--- config.mk ---
export PLATFORM = sky130hd
export DESIGN_NAME = scramble_sequencer
export DESIGN_NICKNAME = d
export VERILOG_FILES = /design/src/rtl/scramble_pkg.sv /design/src/rtl/lfsr16.sv /design/src/rtl/scramble_sequencer.sv
export SDC_FILE = /design/constraint.sdc
export NUM_CORES = 1
export LEC_CHECK = 0
export ABC_CLOCK_PERIOD_IN_PS = 1700
export BUFFER_PORTS_ARGS = -buffer_cell sky130_fd_sc_hd__buf_2
export CAP_MARGIN = 20
export CORE_MARGIN = 3
export CORE_UTILIZATION = 30
export DETAILED_ROUTE_END_ITERATION = 7
export PLACE_DENSITY_LB_ADDON = 0.25
export SLEW_MARGIN = 10
export SYNTH_ARGS = -nofsm -noshare
export SYNTH_HDL_FRONTEND = slang
export SYNTH_SLANG_ARGS = --single-unit
--- constraint.sdc ---
create_clock -name clk -period 1.7 [get_ports clk]
set_input_delay 0.34 -clock clk [delete_from_list [all_inputs] [get_ports clk]]
set_output_delay 0.34 -clock clk [all_outputs]
set_load 0.005 [all_outputs]
--- src/rtl/scramble_pkg.sv ---
// Shared types and constants for the toggle-grid scramble sequencer.
package scramble_pkg;

  // Sequencer states.
  typedef enum logic [2:0] {
    IDLE  = 3'd0,
    PICK  = 3'd1,
    SETUP = 3'd2,
    FIRE  = 3'd3,
    GAP   = 3'd4,
    DONE  = 3'd5
  } state_e;

  // Previous-move marker that no 3-bit candidate can ever match.
  localparam logic [3:0] MOVE_NONE = 4'hF;

  // Galois feedback mask for x^16 + x^14 + x^13 + x^11 + 1 (right-shifting form).
  localparam logic [15:0] LFSR_TAPS = 16'hB400;

  // One-hot line enable for a 2-bit row/column index.
  function automatic logic [3:0] move_onehot(input logic [1:0] idx);
    return 4'b0001 << idx;
  endfunction

endpackage

--- src/rtl/lfsr16.sv ---
// Free-running 16-bit Galois LFSR; seed must be nonzero so the state never locks at zero.
module lfsr16
  import scramble_pkg::*;
#(
  parameter logic [15:0] SEED = 16'hACE1
) (
  input  logic        clk,
  input  logic        reset,
  output logic [15:0] out
);

  logic [15:0] lfsr_q;
  logic [15:0] lfsr_d;

  // Shift right, folding the feedback polynomial in when a one drops out.
  always_comb begin
    lfsr_d = {1'b0, lfsr_q[15:1]};
    if (lfsr_q[0]) begin
      lfsr_d = lfsr_d ^ LFSR_TAPS;
    end
  end

  // Advance every cycle so the scramble seed depends on when the user presses start.
  always_ff @(posedge clk or negedge reset) begin
    if (!reset) begin
      lfsr_q <= SEED;
    end else begin
      lfsr_q <= lfsr_d;
    end
  end

  assign out = lfsr_q;

endmodule

--- src/rtl/scramble_sequencer.sv ---
// Move controller for the 4x4 toggle-cell grid: user pass-through or LFSR scramble.
//
// state | meaning
// ------+-----------------------------------------------------------------
// IDLE  | user owns the grid; selection and fire passed through, 1-cycle delay
// PICK  | draw lfsr[2:0] as a candidate; retry while it repeats the last move
// SETUP | enables driven for the chosen move, fire held low
// FIRE  | same enables, fire high for one cycle; move count decremented
// GAP   | enables off for GAP_CYCLES cycles before the next pick
// DONE  | one-cycle scramble_done pulse, then back to IDLE
module scramble_sequencer
  import scramble_pkg::*;
#(
  parameter int unsigned NUM_MOVES  = 16,
  parameter int unsigned GAP_CYCLES = 4,
  parameter logic [15:0] LFSR_SEED  = 16'hACE1
) (
  input  logic       clk,
  input  logic       reset,
  input  logic [3:0] user_row_column,
  input  logic       user_nRow,
  input  logic       user_error,
  input  logic       user_fire,
  input  logic       scramble_start,
  input  logic       abort,
  output logic [3:0] row,
  output logic [3:0] col,
  output logic       fire,
  output logic       busy,
  output logic       scramble_done,
  output logic [7:0] moves_left
);

  localparam int GAP_W = (GAP_CYCLES > 1) ? $clog2(GAP_CYCLES) : 1;

  state_e           state_q;
  logic [3:0]       row_q;
  logic [3:0]       col_q;
  logic             fire_q;
  logic             busy_q;
  logic             done_q;
  logic [7:0]       moves_left_q;
  logic [3:0]       prev_move_q;
  logic [GAP_W-1:0] gap_cnt_q;

  logic [15:0] lfsr_val;
  logic        lfsr_unused;
  logic [3:0]  cand_move;
  logic [3:0]  cand_row;
  logic [3:0]  cand_col;
  logic [3:0]  user_row_d;
  logic [3:0]  user_col_d;
  logic        user_fire_d;

  lfsr16 #(
    .SEED (LFSR_SEED)
  ) u_lfsr (
    .clk   (clk),
    .reset (reset),
    .out   (lfsr_val)
  );

  // Only the low three bits pick moves; the rest just carry the sequence.
  assign lfsr_unused = ^lfsr_val[15:3];

  // Candidate move: bit2 selects column (1) or row (0), bits1:0 the line index.
  assign cand_move = {1'b0, lfsr_val[2:0]};
  assign cand_row  = lfsr_val[2] ? 4'b0000 : move_onehot(lfsr_val[1:0]);
  assign cand_col  = lfsr_val[2] ? move_onehot(lfsr_val[1:0]) : 4'b0000;

  // User selection as it would appear on the enables in IDLE.
  always_comb begin
    user_row_d = 4'b0000;
    user_col_d = 4'b0000;
    if (!user_error) begin
      if (!user_nRow) begin
        user_row_d = user_row_column;
      end else begin
        user_col_d = user_row_column;
      end
    end
  end

  // A user fire only reaches the cells with a valid, nonempty selection.
  assign user_fire_d = user_fire & ~user_error & (|user_row_column);

  // Sequencer FSM; every output is a register written here.
  always_ff @(posedge clk or negedge reset) begin
    if (!reset) begin
      state_q      <= IDLE;
      row_q        <= 4'b0000;
      col_q        <= 4'b0000;
      fire_q       <= 1'b0;
      busy_q       <= 1'b0;
      done_q       <= 1'b0;
      moves_left_q <= 8'd0;
      prev_move_q  <= MOVE_NONE;
      gap_cnt_q    <= '0;
    end else begin
      fire_q <= 1'b0;
      done_q <= 1'b0;
      if (state_q != IDLE && abort) begin
        // Abort from any busy state; a fire already registered in FIRE has gone out.
        state_q      <= IDLE;
        row_q        <= 4'b0000;
        col_q        <= 4'b0000;
        busy_q       <= 1'b0;
        moves_left_q <= 8'd0;
        prev_move_q  <= MOVE_NONE;
      end else begin
        unique case (state_q)
          IDLE: begin
            if (scramble_start) begin
              state_q      <= PICK;
              busy_q       <= 1'b1;
              moves_left_q <= 8'(NUM_MOVES);
              row_q        <= 4'b0000;
              col_q        <= 4'b0000;
            end else begin
              row_q  <= user_row_d;
              col_q  <= user_col_d;
              fire_q <= user_fire_d;
            end
          end
          PICK: begin
            if (cand_move != prev_move_q) begin
              prev_move_q <= cand_move;
              row_q       <= cand_row;
              col_q       <= cand_col;
              state_q     <= SETUP;
            end
          end
          SETUP: begin
            fire_q  <= 1'b1;
            state_q <= FIRE;
          end
          FIRE: begin
            row_q     <= 4'b0000;
            col_q     <= 4'b0000;
            gap_cnt_q <= GAP_W'(GAP_CYCLES - 1);
            if (moves_left_q != 8'd0) begin
              moves_left_q <= moves_left_q - 8'd1;
            end
            state_q <= GAP;
          end
          GAP: begin
            if (gap_cnt_q == '0) begin
              if (moves_left_q == 8'd0) begin
                done_q  <= 1'b1;
                state_q <= DONE;
              end else begin
                state_q <= PICK;
              end
            end else begin
              gap_cnt_q <= gap_cnt_q - 1'b1;
            end
          end
          DONE: begin
            busy_q      <= 1'b0;
            prev_move_q <= MOVE_NONE;
            state_q     <= IDLE;
          end
          default: begin
            state_q <= IDLE;
            busy_q  <= 1'b0;
            row_q   <= 4'b0000;
            col_q   <= 4'b0000;
          end
        endcase
      end
    end
  end

  assign row           = row_q;
  assign col           = col_q;
  assign fire          = fire_q;
  assign busy          = busy_q;
  assign scramble_done = done_q;
  assign moves_left    = moves_left_q;

endmodule

==> results by stage, run 1 <==
Critical path:
- The required time at the endpoint of the critical path is 1.92 ns.
- The slack of the worst reg-to-reg path is 0.14 ns.
- The startpoint identified for the worst register-to-register timing path is moves_left[6]$_DFFE_PN0P_.
- The data arrival time of the critical path is 1.78 ns.
- Along the worst path, the maximum fanout reaches 6.
- The worst setup path is launched from a flip-flop.
- The worst setup path is captured at a flip-flop.
- In this run the critical register-to-register path is captured at state_q[2]$_DFFE_PN0P_.
- The path type of the worst setup path is reg2reg.
- The path depth of the worst reg2reg path is 4.

Global routing:
- The via count of the first global-routing pass is 1656.
- The number of antenna violations at the first check in global routing is 0.
- The global router's overall resource usage is 12.50%.
- The remaining global-route overflow is 0.
- The first global-routing pass estimated 8.418 mm of wire.
- Entering global routing, the biggest net connects 45 pins.

Floorplan:
- The die covers 0.008467 mm^2.
- The core outline area is 0.006982 mm^2.
- The floorplan row count is 30.
- In this run the horizontal extent of the chip is 92.02 um.
- The starting density of the core is 31.79%.
- The floorplan step set the die height to 92.02 um.
- The total I/O pin count is 30.

CTS:
- Buffers added to address setup during post-CTS repair amount to 0.
- The TritonCTS clock tree is built.
- Counting every sink on the clock net gives 44.
- CTS built an H-tree with a depth of 2.
- Buffers inserted during clock tree synthesis total 5.
- The clock insertion delay at the later pin of the skew report is 0.30 ns.
- The number of hold-repair buffers added at the cts stage is 0.
- After clock tree synthesis, the repair step resized 0 gates.
- The maximum buffer depth of the clock tree is 2.
- Clock-pin slew was measured on the worst setup and hold paths at 0.09 ns.
- The cell sitting at the root of the clock tree is a sky130_fd_sc_hd__clkbuf_8.

Final layout:
- The post-route netlist has 36.67% of its cells at a drive strength greater than 1.
- The synthesis-to-layout area growth is 20.91%.
- After the last flow step, the layout net total stands at 253.
- The number of antenna diodes is 0.
- The most common library cell in the layout ignoring fill and taps is sky130_fd_sc_hd__dfrtp_1.
- The library cells used most frequently in the layout, excluding fill and tap cells, are sky130_fd_sc_hd__dfrtp_1, sky130_fd_sc_hd__buf_2, sky130_fd_sc_hd__buf_4.

Synthesis:
- The portion of the post-synthesis area used by sequential elements is 50.28%.
- The post-synthesis cell type count is 52.
- In the post-synthesis netlist, the biggest area contributors are sky130_fd_sc_hd__dfrtp_1, sky130_fd_sc_hd__dfstp_2, sky130_fd_sc_hd__a22o_1, sky130_fd_sc_hd__o31ai_1, sky130_fd_sc_hd__a32o_1.
- The synthesized design spends more area on one cell type than any other, namely sky130_fd_sc_hd__dfrtp_1.
- The top cell type by area accounts for 36.08% of the synthesized area.
- Counting every net in the synthesized netlist gives 209.
- The average footprint of a synthesized cell is 11.38 um^2.
- Counting flops with a built-in enable in the synthesized netlist gives 0.
- In this run, synthesis produced a sequential element count of 44.
- Summing every instance area after synthesis gives 0.002220 mm^2.
- During synthesis, Yosys emitted a total of 0 warnings.
- After synthesis, the share of flip-flops with an asynchronous set or reset is 100.0%.
- The most used flip-flop cell after synthesis is sky130_fd_sc_hd__dfrtp_1.
- The post-synthesis cell count is 195.

STA:
- Measured against its own limit, the worst slew margin works out to 72.90%.
- Setup violations remaining at the end of the flow were counted as 0.
- The final hold violation count came to 0.
- Setup repair after global routing left no endpoint under its margin.
- On the final layout, the worst clock skew is 0.006934 ns.
- The final-report max-slew violation count was 0.
- The highest clock frequency the design can meet is 0.6402 GHz.
- After routing, the total negative slack on setup checks comes to 0 ns.
- The actual transition at the worst max-transition pin is 0.4055 ns.
- The period utilization is 91.88%.
- The post-route minimum period is 1.562 ns.

Power and ir drop:
- The sequential share of power is 37.4%.
- Dividing total power by cell area gives a power density of 1411 mW/mm^2.
- The internal portion of the total power is 2.409 mW.
- For this design the static power due to leakage is 1.235 nW.
- The net switching power of the design is 1.379 mW.
- The fraction of power consumed by the clock network is 21.8%.
- The post-route total power is 3.788 mW.
- The peak ir drop on the vdd network is 0.0004717 V.
- In this run, the combinational gates consume 40.8% of the power.
- The switching power share of the total is 36.40%.

Job:
- The tool flagged a number of max-cap violations equal to 0.

Placement:
- Buffers placed on the I/O ports in this run total 29.
- The detailed-placement wirelength estimate is 3.548 mm.
- The routability congestion estimate from global placement is 0.7779.

Min path:
- The worst hold path belongs to the class in2async.

Route:
- In this run, the number of DRC markers left after iteration 0 of detailed routing was 78.
- The average routed wire per standard cell is 14.90 um.
- The number of routed nets with antenna violations is 0.
- The first detailed-routing pass took 4 iterations.
- For this run, design rule violations remaining after detail routing come to 0.
- The number of vias per cell after detailed routing is 4.994.
- After detailed routing, the total wire length is 5.008 mm.
- The total number of vias is 1678.

Outcome:
- The flow ran to the end, and the final reports show no timing, DRC or antenna violations.
-- metal layers --
layer | global-route usage (%) | wire length (um)
met1 | 17.12 | 2427
met3 | 2.707 | 139
met5 | 0 | 0
met2 | 19.65 | 2378
met4 | 4.084 | 62
-- kinds of logic after synthesis --
| group | synth area share [%] |
|---|---|
| compound gates | 23.51 |
| xor+xnor | 2.706 |
| fa+ha+maj | 2.142 |
| buf+inv | 4.848 |
| flops | 50.28 |
| simple gates | 16.52 |
-- cells in the mapped netlist (2+ instances only) --
| master | count |
|---|---|
| sky130_fd_sc_hd__a211oi_1 | 3 |
| sky130_fd_sc_hd__a21oi_1 | 9 |
| sky130_fd_sc_hd__a22o_1 | 12 |
| sky130_fd_sc_hd__a32o_1 | 5 |
| sky130_fd_sc_hd__a32oi_1 | 2 |
| sky130_fd_sc_hd__and3_1 | 4 |
| sky130_fd_sc_hd__buf_2 | 2 |
| sky130_fd_sc_hd__buf_4 | 4 |
| sky130_fd_sc_hd__buf_6 | 3 |
| sky130_fd_sc_hd__dfrtp_1 | 32 |
| sky130_fd_sc_hd__dfstp_2 | 12 |
| sky130_fd_sc_hd__ha_1 | 3 |
| sky130_fd_sc_hd__inv_1 | 8 |
| sky130_fd_sc_hd__nand2_1 | 12 |
| sky130_fd_sc_hd__nand2b_1 | 4 |
| sky130_fd_sc_hd__nand3_1 | 5 |
| sky130_fd_sc_hd__nand4b_1 | 2 |
| sky130_fd_sc_hd__nor2_1 | 12 |
| sky130_fd_sc_hd__nor2b_1 | 4 |
| sky130_fd_sc_hd__nor3_1 | 3 |
| sky130_fd_sc_hd__o21ai_0 | 6 |
| sky130_fd_sc_hd__o221ai_1 | 2 |
| sky130_fd_sc_hd__o22ai_1 | 2 |
| sky130_fd_sc_hd__o31ai_1 | 11 |
| sky130_fd_sc_hd__o32a_2 | 3 |
| sky130_fd_sc_hd__xnor2_1 | 2 |
| sky130_fd_sc_hd__xor2_1 | 3 |
-- power by group through the flow --
stage          Sequential [mW]  Combinational [mW]  Clock (mW)
2_1_floorplan             1.36                1.10           0
3_3_place_gp              1.42                1.52           0
3_5_place_dp              1.43                1.52           0
4_1_cts                   1.41                1.54       0.854
5_1_grt                   1.45                1.71       0.898
6_report                  1.42                1.55       0.825
-- how the worst max path moves through the flow --
| stage | startpoint | to | slack, ns | cells after the start |
|---|---|---|---|---|
| 2_1_floorplan | moves_left[0]$_DFFE_PN0P_ | moves_left[6]$_DFFE_PN0P_ | 0.16 | 6 |
| 3_3_place_gp | moves_left[4]$_DFFE_PN0P_ | state_q[2]$_DFFE_PN0P_ | 0.08 | 4 |
| 3_5_place_dp | moves_left[4]$_DFFE_PN0P_ | state_q[2]$_DFFE_PN0P_ | 0.09 | 4 |
| 4_1_cts | moves_left[0]$_DFFE_PN0P_ | moves_left[4]$_DFFE_PN0P_ | 0.05 | 6 |
| 5_1_grt | state_q[0]$_DFFE_PN0P_ | row[3]$_DFFE_PN0P_ | 0.004 | 4 |
| 6_report | moves_left[6]$_DFFE_PN0P_ | state_q[2]$_DFFE_PN0P_ | 0.14 | 4 |
-- cell type report --
class	count	area (um^2)
inverter	9	33.78
fill	719	4298
sequential	44	1117
clock buffer	5	68.82
tap	96	120.1
clock inverter	3	46.29
timing repair buffer	46	285.3
multi-input combinational	133	1012
-- through the flow --
stage | instances | hold WS, ns | area [um^2] | setup WS (ns) | util [%]
after floorplan | 195 | 0.04441 | 2220 | 0.1614 | -
after global placement | 328 | 0.3349 | 2551 | 0.07984 | 36.54
after detailed placement | 328 | 0.3367 | 2551 | 0.08829 | 36.54
after CTS | 336 | 0.008837 | 2666 | 0.04523 | 38.19
after global routing | 336 | 0.008384 | 2684 | 0.003927 | 38.44
final | 336 | 0.004930 | 2684 | 0.1380 | 38.44
-- critical path, stage by stage (launching register included) --
cell	delay (ns)
sky130_fd_sc_hd__dfrtp_1	0.44
sky130_fd_sc_hd__nor4_4	0.42
sky130_fd_sc_hd__nand3_4	0.17
sky130_fd_sc_hd__a211o_1	0.32
sky130_fd_sc_hd__a21oi_1	0.14
-- sequential cells by signal, summed over array words and instances (netlist names) --
| register | cells |
|---|---|
| row | 4 |
| scramble_done | 1 |
| u_lfsr.out | 16 |
| state_q | 3 |
| gap_cnt_q | 2 |
| busy | 1 |
| fire | 1 |
| col | 4 |
| prev_move_q | 4 |
| moves_left | 8 |
No activity file was read; power rests on OpenSTA's default activity.
==> run 2, diff against run 1 <==
--- a/config.mk
+++ b/config.mk
@@ -11,7 +11,7 @@
 export CORE_MARGIN = 3
 export CORE_UTILIZATION = 30
 export DETAILED_ROUTE_END_ITERATION = 7
-export PLACE_DENSITY_LB_ADDON = 0.25
+export PLACE_DENSITY = 0.59
 export SLEW_MARGIN = 10
 export SYNTH_ARGS = -nofsm -noshare
 export SYNTH_HDL_FRONTEND = slang
==> results by stage, run 2 (synthesis gave the netlist of run 1 again) <==
STA:
- The minimum hold slack is -0.003493 ns (-0.008423 ns).
- The total negative slack is 0 ns (unchanged).
- The period utilization is 91.78% (-0.098 points).
- The final-report max-slew violation count is 0 (unchanged).
- The setup skew after layout is 0.01145 ns (+0.004519 ns).
- The setup-violating endpoint count in the final report was 0 (unchanged).
- The post-route minimum period was 1.560 ns (-0.001673 ns).
- The highest clock frequency the design can meet was 0.6409 GHz (+0.11%).
- The actual transition at the worst max-transition pin is 0.4527 ns (+0.04726 ns).
- The final hold violation count is 3 (+3).
- The worst max-slew margin expressed relative to the limit is 69.74% (-3.2 points).
- Setup repair after global routing could not meet its margin everywhere.

Critical path:
- The delay of the slowest cell on the worst path is 0.42 ns (-0.02 ns).
- The worst setup path is captured at a flip-flop.
- The worst setup path is launched from a flip-flop.
- The required time at the endpoint of the critical path is 1.88 ns (-0.04 ns).
- The cell with the largest stage delay on the worst path is sky130_fd_sc_hd__dfrtp_1.
- The data arrival time of the critical path is 1.74 ns (-0.04 ns).
- The maximum fanout along the worst path came to 5 (-1).
- The signal on the critical path passes through inv_1 -> ha_1 -> nor4b_2 -> buf_4 -> a32oi_1 -> o31ai_1.
- The path depth of the worst reg2reg path is 6 (+2).
- The critical path is of the reg2reg type.

CTS:
- The number of H-tree levels was 2 (unchanged).
- The number of buffers created by CTS was 5 (unchanged).
- The number of sinks on the clock net came to 44 (unchanged).
- The clock-pin slew on the worst setup and hold paths came to 0.09 ns (about the same).
- The maximum buffer depth of the clock tree was 2 (unchanged).
- The number of hold-repair buffers added at the cts stage was 0 (unchanged).
- The TritonCTS clock tree is built.
- CTS placed an instance of sky130_fd_sc_hd__clkbuf_8 at the clock tree root.
- The clock insertion delay at the later pin of the skew report was 0.29 ns (about the same).

Floorplan:
- The floorplan row count is 30 (unchanged).
- The core outline area is 0.006982 mm^2 (unchanged).
- The overall die width is 92.02 um (unchanged).
- The total I/O pin count is 30 (unchanged).
- The height of the chip is 92.02 um (unchanged).
- The die area came to 0.008467 mm^2 (unchanged).
- The starting density of the core is 31.79% (unchanged).

Final layout:
- In the layout the commonest cells are sky130_fd_sc_hd__dfrtp_1, sky130_fd_sc_hd__buf_2, sky130_fd_sc_hd__buf_4.
- The count of nets after finishing is 255 (+0.79%).
- The flip-flop count of the largest register, all copies and words added came to 16 (unchanged).
- The fill cell total of the finished layout is 726 (+0.97%).
- The fraction of final layout cells sized beyond drive strength 1 was 36.78% (+0.11 points).
- The most common library cell in the layout ignoring fill and taps is sky130_fd_sc_hd__dfrtp_1.
- The number of antenna diodes is 0 (unchanged).
- Relative to the synthesized area, the layout overhead comes to 19.84%.

Route:
- The count of unresolved DRC violations after routing came to 0 (unchanged).
- The total number of vias is 1679 (+0.060%).
- The routed wire length is 4.695 mm (-6.3%).
- The number of vias per cell after detailed routing is 4.967 (-0.53%).
- The DRC violation total after the first TritonRoute iteration is 99 (+27%).
- The length of the first detailed-routing pass in iterations is 4 (unchanged).
- The number of routed nets with antenna violations is 0 (unchanged).
- The average routed wire per standard cell is 13.89 um (-6.8%).

Global routing:
- The remaining global-route overflow is 0 (unchanged).
- The global router's overall resource usage is 11.64% (-0.87 points).
- The via count of the first global-routing pass is 1607 (-3.0%).
- The number of antenna violations at the first check in global routing was 0 (unchanged).
- The global-route wire length before repair is 8.038 mm (-4.5%).
- The maximum number of pins on one net before global-route repair is 45 (unchanged).

Power and ir drop:
- The power per unit of standard cell area is 1349 mW/mm^2 (-4.4%).
- The peak ir drop on the vdd network is 0.0004099 V (-13%).
- The reported leakage power is 1.228 nW (-0.57%).

Placement:
- The detailed-placement wirelength estimate is 3.457 mm (-2.6%).
- The count of input and output buffers was 29 (unchanged).
- The routability congestion estimate from global placement is 0.7989 (+2.7%).

Outcome:
- The run finished, with violations left.
- The final reports fail on hold timing.

Job:
- The max-cap violation count is 0 (unchanged).

Min path:
- The type of the most critical hold path is in2async.
==> run 2: area by class of cell <==
type / count / area [um^2] / area share, %
inverters: 9 / 33.78 / 1.270
well taps: 96 / 120.1 / 4.516
multi-input cells: 133 / 1002 / 37.68
clock inverters: 2 / 12.51 / 0.4704
repair buffers: 48 / 300.3 / 11.29
clock buffers: 6 / 72.57 / 2.728
flip-flops and latches: 44 / 1119 / 42.05
==> run 2: path summary, 6_finish.rpt <==
check                                                from                          to  slack (ns)
worst max-delay path            moves_left[0]$_DFFE_PN0P_   moves_left[4]$_DFFE_PN0P_        0.14
worst min-delay path                                reset          col[2]$_DFFE_PN0P_      -0.003
worst max register to register  moves_left[0]$_DFFE_PN0P_   moves_left[4]$_DFFE_PN0P_        0.14
worst min register to register    u_lfsr.out[4]$_DFF_PN0_     u_lfsr.out[3]$_DFF_PN0_        0.35
max in group asynchronous                           reset  prev_move_q[2]$_DFFE_PN1P_        1.42
min in group clk                                    abort      state_q[2]$_DFFE_PN0P_        0.34
==> run 2: what timing repair did <==
item | CTS | global route
endpoints found under the hold margin | 0 | 0
setup buffers | 0 | 0
setup endpoints to repair | 0 | 16
resized for setup | 0 | 3
==> run 2: metrics by stage <==
| stage | area (um^2) | util (%) | setup WS, ns | cells | total power [mW] |
|---|---|---|---|---|---|
| 2_1_floorplan | 2220 | - | 0.1614 | 195 | 2.462 |
| 3_3_place_gp | 2566 | 36.76 | 0.07061 | 330 | 2.947 |
| 3_5_place_dp | 2566 | 36.76 | 0.04158 | 330 | 2.968 |
| 4_1_cts | 2651 | 37.97 | 0.009925 | 338 | 3.620 |
| 5_1_grt | 2660 | 38.10 | -0.01452 | 338 | 3.859 |
| 6_report | 2660 | 38.10 | 0.1397 | 338 | 3.588 |
==> run 2: worst max-delay path: cells and delay by family (launching register included) <==
kind / cells / cell delay [ns]
AOI/OAI and AO/OA: 2 / 0.35
and+or+nand+nor: 1 / 0.24
buffers and inverters: 2 / 0.26
DFF: 1 / 0.42
adders and majority gates: 1 / 0.19
==> run 2: per-layer routing <==
layer / GRT usage [%] / share of wire, % / vias to the layer above
li1: - / - / 826
met4: 4.208 / 1.1 / 0
met3: 2.461 / 3.9 / 4
met2: 16.85 / 44 / 36
met1: 17.02 / 51 / 813
met5: 0 / 0 / -
==> run 2: where the power goes <==
group	internal [mW]	switching, mW
Sequential	1.24	0.212
Combinational	0.747	0.765
Clock	0.287	0.342
==> run 3, diff against run 2 <==
--- a/config.mk
+++ b/config.mk
@@ -6,13 +6,11 @@
 export NUM_CORES = 1
 export LEC_CHECK = 0
 export ABC_CLOCK_PERIOD_IN_PS = 1700
-export BUFFER_PORTS_ARGS = -buffer_cell sky130_fd_sc_hd__buf_2
 export CAP_MARGIN = 20
 export CORE_MARGIN = 3
 export CORE_UTILIZATION = 30
 export DETAILED_ROUTE_END_ITERATION = 7
-export PLACE_DENSITY = 0.59
-export SLEW_MARGIN = 10
+export DONT_BUFFER_PORTS = 1
 export SYNTH_ARGS = -nofsm -noshare
 export SYNTH_HDL_FRONTEND = slang
 export SYNTH_SLANG_ARGS = --single-unit
==> results by stage, run 3 (synthesis gave the netlist of run 1 again) <==
STA:
- The actual transition at the worst max-transition pin came to 0.4632 ns (+0.01051 ns).
- The highest clock frequency the design can meet is 0.6221 GHz (-2.9%).
- The setup skew after layout came to 0.006383 ns (-0.005070 ns).
- Setup repair after global routing left no endpoint under its margin.
- The period utilization is 94.55% (+2.8 points).
- The minimum hold slack is 0.09532 ns (+0.09881 ns).
- The final-report max-slew violation count is 0 (unchanged).
- The post-route minimum period was 1.607 ns (+0.04708 ns).
- The worst setup margin is 0.09260 ns (-0.04708 ns).
- The final hold violation count is 0 (-3).
- The total negative slack is 0 ns (unchanged).
- The worst max-slew margin expressed relative to the limit is 69.04% (-0.70 points).
- The setup-violating endpoint count in the final report is 0 (unchanged).

Route:
- The number of routed nets with antenna violations is 0 (unchanged).
- The routed wire length was 4.972 mm (+5.9%).
- The total number of vias is 1610 (-4.1%).
- The length of the first detailed-routing pass in iterations is 4 (unchanged).
- The count of unresolved DRC violations after routing is 0 (unchanged).
- The average routed wire per standard cell is 16.04 um (+15%).
- The DRC violation total after the first TritonRoute iteration was 92 (-7.1%).
- The number of vias per cell after detailed routing is 5.194 (+4.6%).

Placement:
- The detailed-placement wirelength estimate came to 3.532 mm (+2.2%).
- The worst slack at placement is 0.03747 ns (-0.004114 ns).
- The routability congestion estimate from global placement is 0.7520 (-5.9%).
- The count of input and output buffers is 0 (-100%).

Final layout:
- The fraction of final layout cells sized beyond drive strength 1 is 28.50% (-8.3 points).
- Relative to the synthesized area, the layout overhead comes to 16.07%.
- The number of antenna diodes was 0 (unchanged).
- The most common library cell in the layout ignoring fill and taps is sky130_fd_sc_hd__dfrtp_1.
- The flip-flop count of the largest register, all copies and words added came to 16 (unchanged).
- The count of nets after finishing was 227 (-11%).
- In the layout the commonest cells are sky130_fd_sc_hd__dfrtp_1, sky130_fd_sc_hd__buf_4.

Floorplan:
- The overall die width is 92.02 um (unchanged).
- The die area is 0.008467 mm^2 (unchanged).
- The starting density of the core is 31.79% (unchanged).
- The core outline area is 0.006982 mm^2 (unchanged).
- The floorplan row count is 30 (unchanged).
- The height of the chip came to 92.02 um (unchanged).
- The total I/O pin count came to 30 (unchanged).

Power and ir drop:
- The reported leakage power was 1.120 nW (-8.9%).
- The power per unit of standard cell area is 1467 mW/mm^2 (+8.7%).
- The peak ir drop on the vdd network is 0.0004939 V (+20%).

Outcome:
- The run finished with clean final reports.

Min path:
- The type of the most critical hold path is in2reg.
- The startpoint of the most critical hold path is abort.

CTS:
- The clock insertion delay at the later pin of the skew report is 0.29 ns (about the same).
- The clock-pin slew on the worst setup and hold paths is 0.09 ns (about the same).
- The number of sinks on the clock net is 44 (unchanged).
- TritonCTS built the clock tree.
- The number of buffers created by CTS is 5 (unchanged).
- The number of H-tree levels is 2 (unchanged).
- The maximum buffer depth of the clock tree came to 2 (unchanged).
- The cell at the root of the clock tree is sky130_fd_sc_hd__clkbuf_8.

Global routing:
- The number of antenna violations at the first check in global routing came to 0 (unchanged).
- The global router's overall resource usage was 11.78% (+0.14 points).
- The remaining global-route overflow is 0 (unchanged).
- The global-route wire length before repair came to 7.921 mm (-1.5%).
- The maximum number of pins on one net before global-route repair was 45 (unchanged).
- The via count of the first global-routing pass was 1546 (-3.8%).

Critical path:
- STA classifies the critical path endpoint as a flip-flop.
- The maximum fanout along the worst path is 7 (+2).
- The worst setup path is launched from a flip-flop.
- The path type of the worst setup path is reg2reg.
- The required time at the endpoint of the critical path came to 1.92 ns (+0.04 ns).
- The data arrival time of the critical path is 1.83 ns (+0.09 ns).
- The startpoint of the most critical register-to-register path is moves_left[3]$_DFFE_PN0P_.
- The critical path startpoint is moves_left[3]$_DFFE_PN0P_.

Job:
- The max-cap violation count is 0 (unchanged).
## run 3: changes by cell type in the layout (fill, tap and decap cells not counted), sizes merged
cell | previous run | this run
buf | 48 | 19
bufinv | 0 | 1
clkinvlp | 1 | 0
dlygate4sd3 | 0 | 1
## run 3: final timing paths
| kind | endpoint | cells past startpoint | slack (ns) |
|---|---|---|---|
| setup / recovery | state_q[2]$_DFFE_PN0P_ | 4 | 0.09 |
| hold / removal | state_q[2]$_DFFE_PN0P_ | 1 | 0.1 |
| setup reg to reg | state_q[2]$_DFFE_PN0P_ | 4 | 0.09 |
| hold reg to reg | u_lfsr.out[8]$_DFF_PN0_ | 0 | 0.36 |
| max in group asynchronous | u_lfsr.out[5]$_DFF_PN1_ | 2 | 0.88 |
| min in group asynchronous | row[2]$_DFFE_PN0P_ | 2 | 0.56 |
## run 3: area by class of cell
type	instances	area, um^2
clock buffer	6	82.58
clock inverter	2	38.79
fill	695	4405
inverter	9	33.78
multi-input combinational	133	1011
sequential	44	1117
tap	96	120.1
timing repair buffer	20	172.7
## run 3: metal layers
layer	track usage [%]	routed length, um	up-vias
met5	0	0	-
met4	3.713	29	0
met3	3.527	262	2
met2	18.49	2303	32
met1	15.58	2377	809
li1	-	-	767
## run 3: through the flow
step	utilization [%]	std cells	area, um^2	power [mW]
finish	36.90	310	2576	3.778
global route	36.90	310	2576	4.026
CTS	36.45	308	2545	3.750
detailed placement	34.18	298	2386	2.855
global placement	34.18	298	2386	2.828
floorplan	-	195	2220	2.462
## run 3: timing repair
item,4_1_cts,5_1_grt
setup endpoints to repair,0,9
setup buffers,0,2
resized for setup,0,4
hold buffers,2,0
hold endpoints to repair,44,0
## run 3: worst max-delay path: stages, from the launching register on
cell and delay [ns]:
sky130_fd_sc_hd__dfrtp_1 0.50, sky130_fd_sc_hd__nor4_4 0.40, sky130_fd_sc_hd__nand3_4 0.17, sky130_fd_sc_hd__a211o_1 0.32, sky130_fd_sc_hd__a21oi_1 0.14
## run 3: where the power goes
group	internal [mW]	switching (mW)	total, mW
Combinational	0.706	0.793	1.50
Clock	0.481	0.363	0.844
Sequential	1.23	0.202	1.44
